===== src/rtl/skinny_share_codec.sv =====
// Share codec between the unmasked domain and a 3-share masked SKINNY-64 S-box pipeline.
// Splits 16 nibbles into Boolean shares, streams them one per cycle, and recombines the returning shares.
module skinny_share_codec #(
    parameter int LAT = 4
) (
    input  logic        clk,
    input  logic        rst_n,
    input  logic        in_valid,
    output logic        in_ready,
    input  logic [63:0] in_data,
    input  logic [7:0]  rnd,
    output logic        rnd_req,
    output logic [3:0]  sb_in1,
    output logic [3:0]  sb_in2,
    output logic [3:0]  sb_in3,
    input  logic [3:0]  sb_out1,
    input  logic [3:0]  sb_out2,
    input  logic [3:0]  sb_out3,
    output logic        out_valid,
    input  logic        out_ready,
    output logic [63:0] out_data,
    output logic [1:0]  dbg_state
);

    // Handshakes: a transfer happens on a rising edge where valid and ready are both high;
    // in_ready is high only while idle, out_valid only while a finished result is held.

    typedef enum logic [1:0] {IDLE, SEND, DRAIN, DONE} state_t;

    localparam logic [4:0] LAT5   = 5'(LAT);
    localparam logic [4:0] LAST_T = 5'(15 + LAT);

    state_t      state_q, state_d;
    logic [4:0]  t_q, t_d;
    logic [63:0] data_q, data_d;
    logic [11:0] sb_q, sb_d;
    logic [63:0] out_q, out_d;
    logic [3:0]  x;
    logic [3:0]  cap_idx;
    logic        capture;

    always_ff @(posedge clk or negedge rst_n) begin
        if (!rst_n) begin
            state_q <= IDLE;
            t_q     <= 5'd0;
            data_q  <= 64'h0;
            sb_q    <= 12'h0;
            out_q   <= 64'h0;
        end else begin
            state_q <= state_d;
            t_q     <= t_d;
            data_q  <= data_d;
            sb_q    <= sb_d;
            out_q   <= out_d;
        end
    end

    always_comb begin
        state_d = state_q;
        t_d     = t_q;
        data_d  = data_q;
        sb_d    = 12'h0;
        out_d   = out_q;
        x       = data_q[{t_q[3:0], 2'b00} +: 4];
        cap_idx = 4'(t_q - LAT5);
        capture = 1'b0;
        case (state_q)
            IDLE: begin
                if (in_valid) begin
                    data_d  = in_data;
                    t_d     = 5'd0;
                    state_d = SEND;
                end
            end
            SEND: begin
                // Every SEND cycle launches nibble t; the two random nibbles mask it.
                sb_d = {x ^ rnd[3:0] ^ rnd[7:4], rnd[7:4], rnd[3:0]};
                t_d  = t_q + 5'd1;
                if (t_q == 5'd15) state_d = DRAIN;
            end
            DRAIN: begin
                t_d = t_q + 5'd1;
                if (t_q == LAST_T) state_d = DONE;
            end
            DONE: begin
                if (out_ready) state_d = IDLE;
            end
            default: state_d = IDLE;
        endcase
        capture = ((state_q == SEND) || (state_q == DRAIN)) && (t_q >= LAT5);
        // Shares are recombined only here, straight into the result register.
        if (capture) out_d[{cap_idx, 2'b00} +: 4] = sb_out1 ^ sb_out2 ^ sb_out3;
    end

    assign in_ready  = (state_q == IDLE);
    assign rnd_req   = (state_q == SEND);
    assign out_valid = (state_q == DONE);
    assign out_data  = out_q;
    assign sb_in1    = sb_q[3:0];
    assign sb_in2    = sb_q[7:4];
    assign sb_in3    = sb_q[11:8];
    assign dbg_state = state_q;

endmodule


===== config.mk =====
export PLATFORM = sky130hd
export DESIGN_NAME = skinny_share_codec
export DESIGN_NICKNAME = d
export VERILOG_FILES = /design/src/rtl/skinny_share_codec.sv
export SDC_FILE = /design/constraint.sdc
export NUM_CORES = 1
export LEC_CHECK = 0
export CAP_MARGIN = 5
export CORE_UTILIZATION = 40
export DETAILED_ROUTE_END_ITERATION = 16
export PLACE_DENSITY = 0.74
export SETUP_SLACK_MARGIN = 0.15
export SLEW_MARGIN = 0
export SYNTH_ARGS = -nofsm -noshare
export SYNTH_HDL_FRONTEND = slang
export SYNTH_SLANG_ARGS = --single-unit

===== constraint.sdc =====
create_clock -name clk -period 2.4 [get_ports clk]
set_input_delay 0.48 -clock clk [delete_from_list [all_inputs] [get_ports clk]]
set_output_delay 0.48 -clock clk [all_outputs]
set_load 0.1 [all_outputs]

==> results.json <==
{
  "status": "complete, no violations",
  "hpwl_um": 11900,
  "worstSetupStartpointType": "register",
  "clk_path_buf_depth": 2,
  "finalHoldViolCount": 0,
  "wirelength_um": 15900,
  "criticalPathCategory": "register to register",
  "ys_types": 37,
  "path_max_fanout": 9,
  "drc": 0,
  "dr.pass1.iters": 4,
  "max_freq_mhz": 457,
  "tightest_slew_ns": 0.998,
  "layout-drive-gt1-share": 0.440,
  "insertion_delay_ns": 0.42,
  "skew_ns": 0.00807,
  "synth.avg_cell_area_um2": 14.3,
  "htree_levels": 4,
  "grt_pass1_wl_um": 25100,
  "setup_violations": 0,
  "final_net_count": 752,
  "grt_usage": 0.198,
  "grt_max_degree": 74,
  "grt_remaining_overflow": 0,
  "antenna_cells": 0,
  "cts_buffers": 17,
  "ys_seq_area_frac": 0.557,
  "start_util": 0.413,
  "period_share": 0.911,
  "drtAntennaViolNets": 0,
  "synth_seq_cells": 147,
  "cts_tree": "built",
  "cts_sinks": 147,
  "whs_ns": 0.100,
  "post_cts_buffers": 0,
  "synth_cells": 461,
  "required_ns": 2.70,
  "crit_path_end_kind": "register",
  "final_common_cell": "dfrtp_1",
  "drt_iter0_drc": 192,
  "drv_cap": 0,
  "fin_crit_ns": 2.19,
  "hold_class": "input port to async pin",
  "wl_per_cell_um": 18.1,
  "die_h_um": 131,
  "rows": 46,
  "antenna_found_initial": 0,
  "final.setup.worst_slack_ns": 0.213,
  "syn2layout_area_growth_pct": 38.6,
  "die-area_mm2": 0.0170,
  "vias_per_cell": 5.01,
  "dp_slack_ns": -0.233,
  "tns_ns": 0,
  "slew_viol_final": 0,
  "final_cell_mix": "dfrtp_1 (144), mux2_2 (120), buf_4 (94), clkdlybuf4s50_1 (86), nor2_1 (22)",
  "fp.coreArea_mm2": 0.0160,
  "yosysWarnings": 0,
  "pin_count": 169,
  "gp_congestion": 0.809,
  "nFillCells": 1300,
  "synth.net_count": 562,
  "rsz0062_at_grt": "yes",
  "vias": 4412,
  "relSlewSlack": 0.330,
  "arrival_ns": 2.48,
  "root_buffer": "clkbuf_16",
  "synthesis.area_mm2": 0.00661,
  "first_global_vias": 4751,
  "clkTransAtPathRegs_ns": 0.06,
  "dieWidth_um": 131,
  "numPortBuffers": 168
}
critical path, stage by stage (launching register included):
cell	delay (ns)
dfrtp_2	0.46
inv_1	0.15
ha_2	0.36
nand2b_1	0.20
o21ai_2	0.13
or3b_4	0.43
mux2_1	0.33
sequential cells by signal (all words and copies together) (netlist names):
| signal | cells |
|---|---|
| out_data | 64 |
| t_q | 5 |
| dbg_state | 2 |
| data_q | 64 |
| sb_q | 12 |
metrics by stage:
stage | utilization | area, um^2 | instances
finish | 0.572 | 9150 | 880
global route | 0.572 | 9150 | 880
CTS | 0.569 | 9100 | 880
detailed placement | 0.532 | 8520 | 848
global placement | 0.532 | 8520 | 848
floorplan | - | 6640 | 461
area by class of cell:
class	instances	area, um^2	area share
Sequential cell	147	3690	0.403
Inverter	17	65.1	0.00711
Timing Repair Buffer	186	1680	0.183
Clock inverter	12	109	0.0119
Clock buffer	20	447	0.0488
Multi-Input combinational cell	282	2900	0.316
Tap cell	216	270	0.0295
logic make-up (layout without fill, tap and decap cells):
| logic type | count (synthesis) | after routing | synth area share |
|---|---|---|---|
| muxes | 149 | 149 | 0.287 |
| buffers and inverters | 32 | 235 | 0.0201 |
| and+or+nand+nor | 83 | 83 | 0.0667 |
| adders and majority gates | 13 | 13 | 0.0246 |
| DFF | 147 | 147 | 0.557 |
| xor gates and xnor gates | 20 | 20 | 0.0265 |
| AOI/OAI and AO/OA | 17 | 17 | 0.0186 |
worst paths after layout:
path / startpoint / end / slack (ns) / cells after the start
min in group clk: data_q[52]$_DFFE_PN0P_ / data_q[52]$_DFFE_PN0P_ / 0.50 / 1
hold / removal: rst_n / out_data[23]$_DFFE_PN0P_ / 0.10 / 1
hold reg to reg: data_q[52]$_DFFE_PN0P_ / data_q[52]$_DFFE_PN0P_ / 0.50 / 1
setup / recovery: t_q[2]$_DFFE_PN0P_ / out_data[51]$_DFFE_PN0P_ / 0.21 / 6
setup reg to reg: t_q[2]$_DFFE_PN0P_ / out_data[51]$_DFFE_PN0P_ / 0.21 / 6
max in group asynchronous: rst_n / dbg_state[0]$_DFFE_PN0P_ / 1.56 / 2
Yosys cell counts, drive strengths merged:
cell | n | area (um^2)
nand2b | 2 | 12.5
and2 | 10 | 62.6
a21oi | 3 | 15.0
nand2 | 7 | 26.3
clkinv | 2 | 7.51
and2b | 1 | 7.51
nor3 | 8 | 40.0
a2111o | 1 | 11.3
o32a | 1 | 10.0
mux2i | 8 | 80.1
o211a | 2 | 20.0
a32o | 1 | 10.0
or3b | 1 | 8.76
xnor2 | 10 | 87.6
nor2 | 22 | 82.6
and3b | 1 | 8.76
mux4 | 20 | 450
xor2 | 10 | 87.6
ha | 13 | 163
nor3b | 4 | 46.3
nor4 | 5 | 31.3
dfrtp | 147 | 3680
inv | 15 | 56.3
clkbuf | 9 | 33.8
buf | 6 | 35.0
nor2b | 2 | 12.5
nand3 | 19 | 95.1
o221ai | 1 | 8.76
o21ai | 6 | 30.0
and3 | 1 | 6.26
mux2 | 121 | 1360
a22o | 2 | 17.5
routing by layer:
| layer | vias to the layer above | share of wire | global-route usage |
|---|---|---|---|
| met4 | 0 | 0.016 | 0.0622 |
| met1 | 2266 | 0.43 | 0.258 |
| li1 | 2034 | - | - |
| met3 | 19 | 0.037 | 0.0407 |
| met2 | 93 | 0.52 | 0.331 |
| met5 | - | 0 | 0 |
repair_timing:
item | 4_1_cts | 5_1_grt
setup endpoints to repair | 60 | 50
hold buffers | 0 | 0
pin swaps | 0 | 1
gates resized for setup | 5 | 11
Power is left out: the tool's default activity adds up to more than one toggle a clock period on the data nets, which glitch-free logic cannot reach.
